<file path="config.mk">
export PLATFORM = sky130hd
export DESIGN_NAME = sifh_peak_finder
export DESIGN_NICKNAME = d
export VERILOG_FILES = /design/src/rtl/sifh_peak_finder.sv
export SDC_FILE = /design/constraint.sdc
export NUM_CORES = 1
export LEC_CHECK = 0
export BUFFER_PORTS_ARGS = -buffer_cell sky130_fd_sc_hd__buf_2
export CORE_MARGIN = 10
export CORE_UTILIZATION = 55
export CTS_CLUSTER_DIAMETER = 80
export DETAILED_ROUTE_END_ITERATION = 8
export PLACE_DENSITY_LB_ADDON = 0.05
export SYNTH_ARGS = -nofsm -noshare
export SYNTH_HDL_FRONTEND = slang
export SYNTH_SLANG_ARGS = --single-unit
</file>
<file path="constraint.sdc">
create_clock -name clk -period 3.45 [get_ports clk]
set_clock_uncertainty 0.1 [all_clocks]
set_input_delay 0.5175 -clock clk [delete_from_list [all_inputs] [get_ports clk]]
set_output_delay 0.5175 -clock clk [all_outputs]
set_load 0.05 [all_outputs]
</file>
<file path="src/rtl/sifh_peak_finder.sv">
// rtl/sifh_peak_finder.sv - scans a histogram RAM and reports the bin with the largest count
//
// Optional build macro: SIFH_CLEAR_ON_READ_EN - zero each bin as its count is evaluated.
//
// Ports:
//   clk        rising-edge clock
//   res        asynchronous active-high reset
//   start      request one scan (sampled in IDLE only)
//   minCount   noise threshold; peakValid = peakCount > minCount
//   counts     RAM port-b read data, one cycle after raddr/rEnable
//   raddr      RAM port-b address
//   rEnable    RAM port-b enable
//   readFlag   RAM port-b memory enable (same as rEnable)
//   waddr      RAM port-a address for clear writes
//   wEnable    RAM port-a write enable
//   writeFlag  RAM port-a memory enable (same as wEnable)
//   wdata      RAM port-a write data (always 0)
//   peakAddr   bin index of the maximum count
//   peakCount  maximum count found
//   peakValid  peakCount > minCount
//   busy       scan in progress (READ and DRAIN)
//   done       one-cycle pulse when results are loaded
module sifh_peak_finder #(
    parameter int NB       = 8,
    parameter int PEAK_MAX = 16
) (
    input  logic                clk,
    input  logic                res,
    input  logic                start,
    input  logic [PEAK_MAX-1:0] minCount,
    input  logic [PEAK_MAX-1:0] counts,
    output logic [NB-1:0]       raddr,
    output logic                rEnable,
    output logic                readFlag,
    output logic [NB-1:0]       waddr,
    output logic                wEnable,
    output logic                writeFlag,
    output logic [PEAK_MAX-1:0] wdata,
    output logic [NB-1:0]       peakAddr,
    output logic [PEAK_MAX-1:0] peakCount,
    output logic                peakValid,
    output logic                busy,
    output logic                done
);

    typedef enum logic [1:0] {
        S_IDLE,
        S_READ,
        S_DRAIN,
        S_DONE
    } state_t;

    localparam logic [NB-1:0] LAST_ADDR = {NB{1'b1}};

    state_t              state_q;
    logic [NB-1:0]       raddr_q;
    logic                ren_q;
    // Address/valid delayed one cycle so they line up with the RAM read data.
    logic [NB-1:0]       dly_addr_q;
    logic                dly_valid_q;
    logic [PEAK_MAX-1:0] max_q;
    logic [NB-1:0]       max_addr_q;
    logic [NB-1:0]       peak_addr_q;
    logic [PEAK_MAX-1:0] peak_count_q;
    logic                peak_valid_q;
    logic                busy_q;
    logic                done_q;
    logic                upd_d;

    // Strictly greater keeps the lowest address on ties.
    always_comb begin
        upd_d = dly_valid_q && (counts > max_q);
    end

    always_ff @(posedge clk or posedge res) begin
        if (res) begin
            state_q      <= S_IDLE;
            raddr_q      <= '0;
            ren_q        <= 1'b0;
            dly_addr_q   <= '0;
            dly_valid_q  <= 1'b0;
            max_q        <= '0;
            max_addr_q   <= '0;
            peak_addr_q  <= '0;
            peak_count_q <= '0;
            peak_valid_q <= 1'b0;
            busy_q       <= 1'b0;
            done_q       <= 1'b0;
        end else begin
            dly_addr_q  <= raddr_q;
            dly_valid_q <= ren_q;
            done_q      <= 1'b0;
            if (upd_d) begin
                max_q      <= counts;
                max_addr_q <= dly_addr_q;
            end
            case (state_q)
                S_IDLE: begin
                    if (start) begin
                        state_q    <= S_READ;
                        raddr_q    <= '0;
                        ren_q      <= 1'b1;
                        busy_q     <= 1'b1;
                        max_q      <= '0;
                        max_addr_q <= '0;
                    end
                end
                S_READ: begin
                    if (raddr_q == LAST_ADDR) begin
                        state_q <= S_DRAIN;
                        ren_q   <= 1'b0;
                    end else begin
                        raddr_q <= raddr_q + 1'b1;
                    end
                end
                S_DRAIN: begin
                    // Wait until the last read's data has been evaluated.
                    if (!dly_valid_q) begin
                        state_q      <= S_DONE;
                        busy_q       <= 1'b0;
                        done_q       <= 1'b1;
                        peak_addr_q  <= max_addr_q;
                        peak_count_q <= max_q;
                        peak_valid_q <= (max_q > minCount);
                    end
                end
                S_DONE: begin
                    state_q <= S_IDLE;
                end
                default: begin
                    state_q <= S_IDLE;
                end
            endcase
        end
    end

    assign raddr     = raddr_q;
    assign rEnable   = ren_q;
    assign readFlag  = ren_q;
    assign wdata     = '0;
    assign peakAddr  = peak_addr_q;
    assign peakCount = peak_count_q;
    assign peakValid = peak_valid_q;
    assign busy      = busy_q;
    assign done      = done_q;

`ifdef SIFH_CLEAR_ON_READ_EN
    // Clear each bin in the same cycle its count is evaluated.
    assign waddr     = dly_addr_q;
    assign wEnable   = dly_valid_q;
    assign writeFlag = dly_valid_q;
`else
    assign waddr     = '0;
    assign wEnable   = 1'b0;
    assign writeFlag = 1'b0;
`endif

endmodule

</file>
* Word level (Yosys, flattened, before mapping)
Cells that the tools add are included.
Word-level totals: flip-flop bits (word level) 71, word-level logic and storage cells 53
Operators by class: add/subtract/negate cells 1, $lt $le $gt $ge 2, equality and inequality tests 8, mux-type cells 20, bitwise gates (word level) 1, reduce and logical (&&, ||, !) cells 9
Operators with widths (number):
- 2-to-1 mux 16 bit | 3
- 2-to-1 mux 8 bit | 5
- > comparator 16 bit | 2
- case mux 8 bit (2 select lines) | 1
- AND reduction 3 bit | 4
- adder 8 x 1 -> 8 bit, second input constant | 1
- == test 8 bit, second input constant | 1
- != test 2 bit, second input constant | 4
- case mux 2 bit (4 select lines) | 1
- 2-to-1 mux 2 bit | 3
- 2-to-1 mux 1 bit | 5
- == test 2 bit, second input constant | 2
- case mux 1 bit (2 select lines) | 2
- nonzero test 2 bit | 2
- == test 2 x 1 -> 1 bit, second input constant | 1
- zero test 2 bit | 1
- AND reduction 2 bit | 1
- logical AND 1 bit | 1
- NOT 1 bit | 1

* Depth between registers and ports, before layout
Gate-level depths: netlist of the first run.
word-level depth 5, depth in mapped cells 10, gate-level depth less buffers 8

* Least setup slack after synthesis of the first run
No wires, ideal clock.
path kind input -> register, from in counts[1], to reg max_q[0], data arrival time 2.004 ns, setup slack 1.225 ns, stages 9, cells stage by stage ha_1 nor2b_1 o211ai_1 a2111oi_2 o41ai_2 and2_1 buf_6 buf_8 a22o_1
On the way: cells in the longest elaborated chain, start to end 5
RTL lines:
- start, declared | RTL line 31 | input logic [PEAK_MAX-1:0] counts,
- > comparator 16 bit (*) | RTL line 72 | upd_d = dly_valid_q && (counts > max_q);
- logical AND 1 bit (*) | RTL line 72
- 2-to-1 mux 16 bit (*) | RTL line 93 | if (upd_d) begin
- 2-to-1 mux 16 bit | RTL line 99 | if (start) begin
- 2-to-1 mux 16 bit (*) | RTL line 97 | case (state_q)
- end signal, assigned | RTL line 94 | max_q <= counts;
- end, declared | RTL line 61 | logic [PEAK_MAX-1:0] max_q;
Mark *: on every way between the ends. The rest lies on a longest branch, timed or not. A chain may end at the register's enable or synchronous reset.

* Worst setup path in the final report of the first run
from reg max_q[1], to reg max_q[6]
On the way: cells in the longest elaborated chain, start to end 5
RTL lines (RTL line):
- > comparator 16 bit (*) | 72
- logical AND 1 bit (*) | 72
- 2-to-1 mux 16 bit (*) | 93
- 2-to-1 mux 16 bit | 99
- 2-to-1 mux 16 bit (*) | 97
Marked as above.

==> flow_summary_export.csv, run 1 <==
group,metric,value,unit
sta,fin_crit_sh,78.9,%
grt,use_met2,24.2,%
cts,postCtsHoldBufs,0,
cts,htree_levels,3,
final_layout,antenna_cells,0,
synth,synthFlopType,"dfrtp_1",
sta,fin_ws,726,ps
critical_path,critPathLaunchType,"flop",
synth,ys_seq_area_share,47.4,%
routing,viasPerCell,5.16,
grt,antenna_found_initial,0,
cts,numCtsBuffers,9,
power_and_ir_drop,clockPowerShare,25.8,%
sta,slew_viol_final,0,
power_and_ir_drop,power.internal,1.90,mW
sta,relSlewSlack,27.6,%
grt,use_met1,18.5,%
die,start_util,55.8,%
critical_path,critPathCaptureType,"flop",
placed_design,dp_hpwl,5800,um
final_layout,area.growth.synth_to_final,14.3,%
sta,final.setup.tns,0,ps
cts,cts-root-buf,"clkbuf_8",
synth,synthArstFlopShare,100,%
routing,avgRoutedWirePerCell,15.8,um
sta,fin_crit,2720,ps
placed_design,port_buffers,71,
power_and_ir_drop,p_per_area,716,nW/um^2
die,core,6720,um^2
sta,worst_pin_slew,1090,ps
placed_design,preCtsSetupSlack,561,ps
routing,totalWireLength,7650,um
critical_path,arrival,2900,ps
cts,clock-sinks,71,
cts,clk_transition_reported_paths,80,ps
routing,vias,2494,
critical_path,r2r_slack,730,ps
routing,first_pass_iters,4,
power_and_ir_drop,peakVddDrop,413,uV
routing,drc,0,
critical_path,r2r_end,"max_q[6]",
critical_path,r2r-start,"max_q[1]",
routing,drt_iter0_markers,47,
cts,cts.repair.resized,0,
sta,clock.fmax,367,MHz
job,maxCapViolCount,0,
sta,hold_viol,0,
critical_path,crit_type,"flop to flop",
synth,avgSynthCellArea,11.5,um^2
grt,grt.busiest_layer,"met2",
cts,postCtsSetupRepairBufs,0,
placed_design,gp_congestion,0.782,
cts,cts_tree,"done",
grt,overflow,0,
final_layout,drive_gt1_share,30.0,%
grt,grt_pass1_wl,12200,um
critical_path,reg2reg_depth,8,
grt,grt_max_degree,72,
power_and_ir_drop,p_seq_share,37.6,%
final_layout,final_util,63.7,%
synth,ys_ff_latch,71,
sta,grt_setup_unrepaired,"false",
critical_path,cp.required,3620,ps
synth,ys_warn_count,0,
synth,yosysUniqueCellTypes,44,
min_path,min_path_type,"input port to async pin",
power_and_ir_drop,leakage,2.34,nW
die,row_count,30,
final_layout,nets,471,
grt,grtUsageMet3,3.22,%
outcome,outcome,"finished, final reports clean",
power_and_ir_drop,sw_frac_of_total,37.9,%
synth,netlist_instances,325,
cts,clk_latency,340,ps
die,die_h,103,um
routing,ant_nets,0,
cts,cts_buffer_depth,2,
power_and_ir_drop,switchingPower,1.16,mW
synth,synth_edf_count,0,
die,ios,98,
grt,grtUsageTotal,14.8,%
power_and_ir_drop,comb_power_share,36.6,%
critical_path,crit_fanout,24,
die,die_w,103,um
grt,grt_pass1_vias,2577,
synth,synth_area,3750,um^2
sta,finalSetupViolations,0,
die,dieArea,10500,um^2
==> cell usage in the layout (no fill, tap or decap), types with 4 or more instances in the layout <==
| cell | instances |
|---|---|
| dfrtp_1 | 71 |
| nand2_1 | 5 |
| mux2_2 | 24 |
| o21ai_0 | 8 |
| clkbuf_8 | 9 |
| ha_1 | 37 |
| nor2b_1 | 4 |
| inv_1 | 37 |
| nand3_1 | 7 |
| a21o_1 | 4 |
| xor2_1 | 4 |
| conb_1 | 26 |
| buf_2 | 71 |
| a21oi_1 | 11 |
| nor2_1 | 13 |
| a22o_1 | 25 |
| nand4_1 | 7 |
==> how the worst max path moves through the flow <==
stage / start / to / slack (ps) / cells after the start
finish: max_q[1] / max_q[6] / 730 / 8
floorplan: res / busy / 1040 / 1
global placement: counts[1] / max_q[0] / 610 / 8
detailed placement: counts[1] / max_q[6] / 560 / 8
CTS: max_q[1] / max_q[6] / 710 / 8
global route: max_q[1] / max_q[6] / 540 / 8
==> kinds of logic after synthesis <==
| family | after synthesis | share of synthesized area, % |
|---|---|---|
| AO/OA/AOI/OAI | 65 | 13.6 |
| XOR/XNOR | 6 | 1.40 |
| adder cells (fa/ha/maj) | 37 | 12.4 |
| buffers and inverters | 74 | 11.1 |
| flip-flops | 71 | 47.4 |
| multiplexers | 26 | 7.78 |
| other | 1 | 0.100 |
| AND/OR/NAND/NOR | 45 | 6.25 |
==> sequential cells by signal, summed over array words and instances, names as in the netlist <==
name	cells
busy	1
dly_addr_q	8
dly_valid_q	1
done	1
max_addr_q	8
max_q	16
peakAddr	8
peakCount	16
peakValid	1
rEnable	1
raddr	8
state_q	2
==> synthesized netlist by cell type, types with 2 or more instances <==
library cell	count	area share (%)
a211oi_1	2	0.40
a21o_1	4	0.80
a21oi_1	11	1.5
a22o_1	25	5.8
and3_1	2	0.33
buf_2	5	0.67
buf_4	27	5.4
buf_8	2	0.80
dfrtp_1	71	47
ha_1	37	12
inv_1	38	3.8
mux2_2	24	7.2
nand2_1	5	0.50
nand3_1	7	0.94
nand4_1	7	1.2
nor2_1	13	1.3
nor2b_1	5	0.84
nor3_1	2	0.27
o21a_1	2	0.40
o21ai_0	8	1.1
xnor2_1	2	0.47
xor2_1	4	0.94
==> worst max-delay path, cell delays in order (launching register included) <==
cell and delay (ps):
dfrtp_1 410, inv_1 60, ha_1 280, nor2b_1 130, o211ai_1 110, a2111oi_2 360, o41ai_2 120, a21oi_2 790
a22o_1 280
==> layer usage <==
| layer | part of all wire (%) | routed length [um] |
|---|---|---|
| met1 | 46 | 3540 |
| met2 | 48 | 3640 |
| met3 | 4.6 | 353 |
| met4 | 1.5 | 113 |
| met5 | 0 | 0 |
==> stage by stage <==
stage | instance area, um^2 | total power [mW] | cells | hold WS, ps
4_1_cts | 4280 | 3.09 | 483 | 308
3_3_place_gp | 4050 | 2.27 | 468 | 312
2_1_floorplan | 3840 | 2.11 | 350 | 349
5_1_grt | 4280 | 3.29 | 483 | 322
6_report | 4280 | 3.06 | 483 | 317
3_5_place_dp | 4050 | 2.30 | 468 | 326
==> layout make-up <==
type | count | area (um^2)
Multi-Input combinational cell | 205 | 1650
Timing Repair Buffer | 74 | 378
Fill cell | 588 | 2440
Inverter | 38 | 143
Tap cell | 80 | 100
Clock buffer | 9 | 124
Sequential cell | 71 | 1780
Clock inverter | 6 | 109
==> power by group through the flow <==
stage / clock, mW / combinational (mW) / sequential, mW
2_1_floorplan: 0 / 0.867 / 1.24
3_3_place_gp: 0 / 1.10 / 1.17
3_5_place_dp: 0 / 1.13 / 1.17
4_1_cts: 0.804 / 1.13 / 1.16
5_1_grt: 0.845 / 1.26 / 1.18
6_report: 0.791 / 1.12 / 1.15
No activity file was read; power rests on OpenSTA's default activity.
==> run 2, diff against run 1 <==
CORE_UTILIZATION = 48   (was 55)
clock period = 2.2 ns   (was 3.45 ns; I/O delays follow)
==> flow_summary_export.csv, run 2 (synthesized netlist as in run 1, its figures left out) <==
group,metric,value,unit
critical_path,r2r_slack,-80,ps
routing,totalWireLength,8230,um
sta,finalSetupViolations,24,
die,start_util,49.0,%
power_and_ir_drop,p_per_area,1150,nW/um^2
cts,clk_latency,350,ps
cts,cts_tree,"done",
critical_path,critPathCaptureType,"flop",
critical_path,slowest_stage,"dfrtp_1",
cts,cts-root-buf,"clkbuf_8",
critical_path,arrival,2410,ps
power_and_ir_drop,peakVddDrop,627,uV
critical_path,cp_slowest_stage_delay,400,ps
grt,grtUsageTotal,14.1,%
placed_design,port_buffers,71,
grt,overflow,0,
routing,vias,2644,
final_layout,nets,504,
cts,cts_buffer_depth,2,
critical_path,r2r-start,"max_q[1]",
die,row_count,32,
grt,grt_pass1_wl,13200,um
final_layout,area.growth.synth_to_final,27.0,%
sta,fin_ws,-82.6,ps
power_and_ir_drop,leakage,2.52,nW
routing,drt_iter0_markers,70,
routing,drc,0,
cts,clk_transition_reported_paths,80,ps
critical_path,crit_family,"compound AO/OA/AOI/OAI gates",
critical_path,worstPathBufferInverterCount,3,
final_layout,antenna_cells,0,
min_path,min_from,"counts[2]",
outcome,violations,"setup timing",
sta,clock.fmax,438,MHz
cts,numCtsBuffers,9,
min_path,holdPathEnd,"max_q[2]",
sta,slew_viol_final,0,
routing,first_pass_iters,5,
grt,antenna_found_initial,0,
die,die_h,108,um
final_layout,final_util,62.2,%
sta,hold_viol,0,
placed_design,placed_area,4300,um^2
critical_path,crit_type,"flop to flop",
grt,grt_max_degree,72,
sta,grt_setup_unrepaired,"true",
outcome,outcome,"finished, violations left",
sta,fin_crit_sh,104,%
die,core,7650,um^2
placed_design,dp_hpwl,6080,um
critical_path,cp.required,2330,ps
die,dieArea,11700,um^2
placed_design,gp_congestion,0.800,
critical_path,critPathLaunchType,"flop",
final_layout,drive_gt1_share,38.4,%
grt,grt_pass1_vias,2715,
critical_path,reg2reg_depth,10,
routing,avgRoutedWirePerCell,15.3,um
routing,viasPerCell,4.91,
critical_path,critical_path_depth,10,
job,maxCapViolCount,0,
sta,fin_crit,2280,ps
cts,clock-sinks,71,
sta,finalHoldWorstSlack,138,ps
min_path,holdPathStages,2,
power_and_ir_drop,total_power,5.47,mW
final_layout,postLayoutCellArea,4760,um^2
routing,ant_nets,0,
critical_path,crit_fanout,12,
critical_path,path_cells,"inv_2 -> ha_4 -> nor2b_4 -> o211ai_1 -> a2111oi_4 -> o41ai_4 -> buf_4 -> a21oi_4 -> buf_12 -> a22o_1",
die,die_w,108,um
critical_path,r2r_end,"max_q[7]",
cts,htree_levels,3,
die,ios,98,
final_layout,mostFrequentLayoutCells,"dfrtp_1 (71), buf_2 (71), inv_1 (33), ha_1 (31)",
min_path,min_path_type,"input port to flop",
[run 2: cell types whose count changed in the layout (fill, tap and decap cells not counted), sizes merged]
cell	change
buf	+31
clkinvlp	+2
a21oi	+1
bufinv	-1
clkinv	+1
dlygate4sd3	+1
inv	-1
[run 2: how the worst max path moves through the flow]
stage          startpoint   endpoint  slack, ps
6_report         max_q[1]   max_q[7]        -80
5_1_grt          max_q[1]  max_q[15]       -210
4_1_cts          max_q[1]   max_q[7]        -50
3_5_place_dp    counts[1]   max_q[0]       -540
3_3_place_gp    counts[1]   max_q[1]       -510
2_1_floorplan    max_q[1]   max_q[0]         90
[run 2: layout make-up]
type / instances / area (um^2)
Clock inverter: 7 / 95.1
Tap cell: 102 / 128
Multi-Input combinational cell: 206 / 1800
Inverter: 38 / 146
Fill cell: 628 / 2890
Timing Repair Buffer: 106 / 686
Clock buffer: 9 / 124
Sequential cell: 71 / 1780
[run 2: layer usage]
| layer | up-vias | wire length, um | GRT usage, % | part of all wire, % |
|---|---|---|---|---|
| met3 | 12 | 405 | 3.33 | 4.9 |
| met5 | - | 0 | 0 | 0 |
| met1 | 1275 | 3620 | 17.0 | 44 |
| met4 | 0 | 91 | 5.93 | 1.1 |
| li1 | 1311 | - | - | - |
| met2 | 46 | 4110 | 23.5 | 50 |
[run 2: power by group]
group	internal (mW)	switching, mW
combinational	1.19	1.41
sequential	1.56	0.155
clock	0.640	0.509
[run 2: per-stage QoR]
stage	setup WS (ps)	std cells	setup TNS, ps
global placement	-505	514	-12090
global route	-214	539	-4510
floorplan	91.7	350	0
CTS	-45.6	538	-715
detailed placement	-536	514	-12370
finish	-82.6	539	-1350
[run 2: repair_timing]
action | CTS | global route
pin swaps | 7 | 6
setup endpoints to repair | 24 | 24
buffers inserted | 6 | 1
hold endpoints to repair | 67 | 0
cloned | 1 | 0
resized for setup | 13 | 11
hold buffers | 1 | 0
==> run 3, diff against run 2 <==
BUFFER_PORTS_ARGS = default   (was -buffer_cell sky130_fd_sc_hd__buf_2)
CORE_UTILIZATION = 55   (was 48)
DONT_BUFFER_PORTS = 1   (was default)
clock period = 2.8 ns   (was 2.2 ns; I/O delays follow)
==> flow_summary_export.csv, run 3 (synthesized netlist as in run 1, its figures left out) <==
group,metric,value,unit
die,die_h,103,um
sta,final.setup.tns,0,ps
routing,avgRoutedWirePerCell,17.9,um
die,dieArea,10500,um^2
power_and_ir_drop,p_per_area,916,nW/um^2
die,row_count,30,
final_layout,drive_gt1_share,16.8,%
grt,overflow,0,
critical_path,reg2reg_depth,8,
power_and_ir_drop,total_power,3.63,mW
outcome,outcome,"finished, final reports clean",
cts,numCtsBuffers,9,
grt,grt_pass1_vias,2279,
final_layout,instances_no_fill,419,
sta,fin_ws,283,ps
power_and_ir_drop,leakage,2.03,nW
cts,clk_transition_reported_paths,80,ps
routing,ant_nets,0,
critical_path,r2r_slack,280,ps
critical_path,crit_start,"max_q[7]",
placed_design,preCtsSetupSlack,87.0,ps
critical_path,critPathLaunchType,"flop",
sta,relSlewSlack,36.6,%
placed_design,gp_congestion,0.788,
placed_design,dp.cells,402,
critical_path,arrival,2690,ps
final_layout,final_common_cell,"dfrtp_1",
cts,cts_tree,"done",
routing,drt_iter0_markers,69,
critical_path,r2r-start,"max_q[7]",
sta,slew_viol_final,0,
final_layout,antenna_cells,0,
critical_path,cp.required,2980,ps
sta,hold_viol,0,
critical_path,cp-endpoint,"max_q[12]",
final_layout,area.growth.synth_to_final,5.88,%
final_layout,mostFrequentLayoutCells,"dfrtp_1 (71), inv_1 (37), ha_1 (37), conb_1 (26), a22o_1 (25)",
routing,viasPerCell,5.41,
job,maxCapViolCount,0,
critical_path,crit_fanout,24,
critical_path,crit_type,"flop to flop",
routing,vias,2267,
die,die_w,103,um
grt,antenna_found_initial,0,
cts,clk_latency,340,ps
cts,clock-sinks,71,
die,ios,98,
routing,first_pass_iters,4,
cts,cts-root-buf,"clkbuf_8",
die,core,6720,um^2
final_layout,nets,406,
sta,fin_crit_sh,89.9,%
sta,fin_crit,2520,ps
die,start_util,55.8,%
routing,totalWireLength,7490,um
grt,grtUsageTotal,14.8,%
power_and_ir_drop,peakVddDrop,634,uV
critical_path,critPathCaptureType,"flop",
cts,cts_buffer_depth,2,
cts,htree_levels,3,
sta,clock.fmax,397,MHz
grt,grt_max_degree,62,
min_path,min_path_type,"input port to flop",
sta,worst_pin_slew,951,ps
critical_path,r2r_end,"max_q[12]",
sta,grt_setup_unrepaired,"false",
placed_design,port_buffers,0,
routing,drc,0,
final_layout,final_util,59.0,%
grt,grt_pass1_wl,11900,um
sta,finalSetupViolations,0,
placed_design,dp_hpwl,5670,um
-- run 3: cell count changes in the layout (fill, tap and decap cells not counted), sizes merged --
cell | before | now
clkinv | 3 | 1
bufinv | 2 | 1
a21oi | 13 | 12
buf | 105 | 8
clkbuf | 9 | 10
inv | 38 | 40
-- run 3: metal layers --
metal	wire length [um]	global-route usage [%]
met5	0	0
met1	3220	18.5
met3	583	5.03
met4	98	6.18
met2	3590	22.9
-- run 3: cell type report --
type / instances / area [um^2]
clock buffers: 10 / 138
clock inverters: 6 / 67.6
fillers: 571 / 2750
inverters: 38 / 143
multi-input cells: 205 / 1660
flip-flops and latches: 71 / 1780
well taps: 80 / 100
repair buffers: 9 / 82.6
-- run 3: worst min-delay path by stage --
| stage | startpoint | end | slack (ps) | cells after the start |
|---|---|---|---|---|
| floorplan | dly_addr_q[2] | max_addr_q[2] | 350 | 1 |
| global placement | res | peakCount[1] | 150 | 1 |
| detailed placement | res | peakCount[2] | 150 | 1 |
| CTS | counts[9] | max_q[9] | 100 | 1 |
| global route | counts[8] | max_q[8] | 100 | 1 |
| finish | counts[9] | max_q[9] | 110 | 1 |
-- run 3: what timing repair did --
| action | in CTS | in global routing |
|---|---|---|
| hold buffers | 1 | 0 |
| endpoints found under the hold margin | 10 | 0 |
| gates resized for setup | 0 | 2 |
| endpoints found under the setup margin | 0 | 24 |
| buffers inserted | 0 | 0 |
-- run 3: report_power, final --
group | total [mW] | switching [mW] | internal (mW)
clock | 0.841 | 0.401 | 0.440
sequential | 1.48 | 0.250 | 1.23
combinational | 1.32 | 0.793 | 0.523
total | 3.63 | 1.44 | 2.19
-- run 3: stage by stage --
stage	hold slack, ps	area [um^2]
3_3_place_gp	146	3740
2_1_floorplan	349	3840
5_1_grt	96.6	3970
6_report	111	3970
4_1_cts	97.5	3960
3_5_place_dp	148	3740
-- run 3: worst max-delay path, stage by stage (launching register included) --
cell,delay [ps]
dfrtp_1,420
inv_1,60
ha_1,300
a21oi_1,140
o21ai_1,80
o2bb2ai_1,140
o41ai_2,480
and2_2,520
a22o_1,210
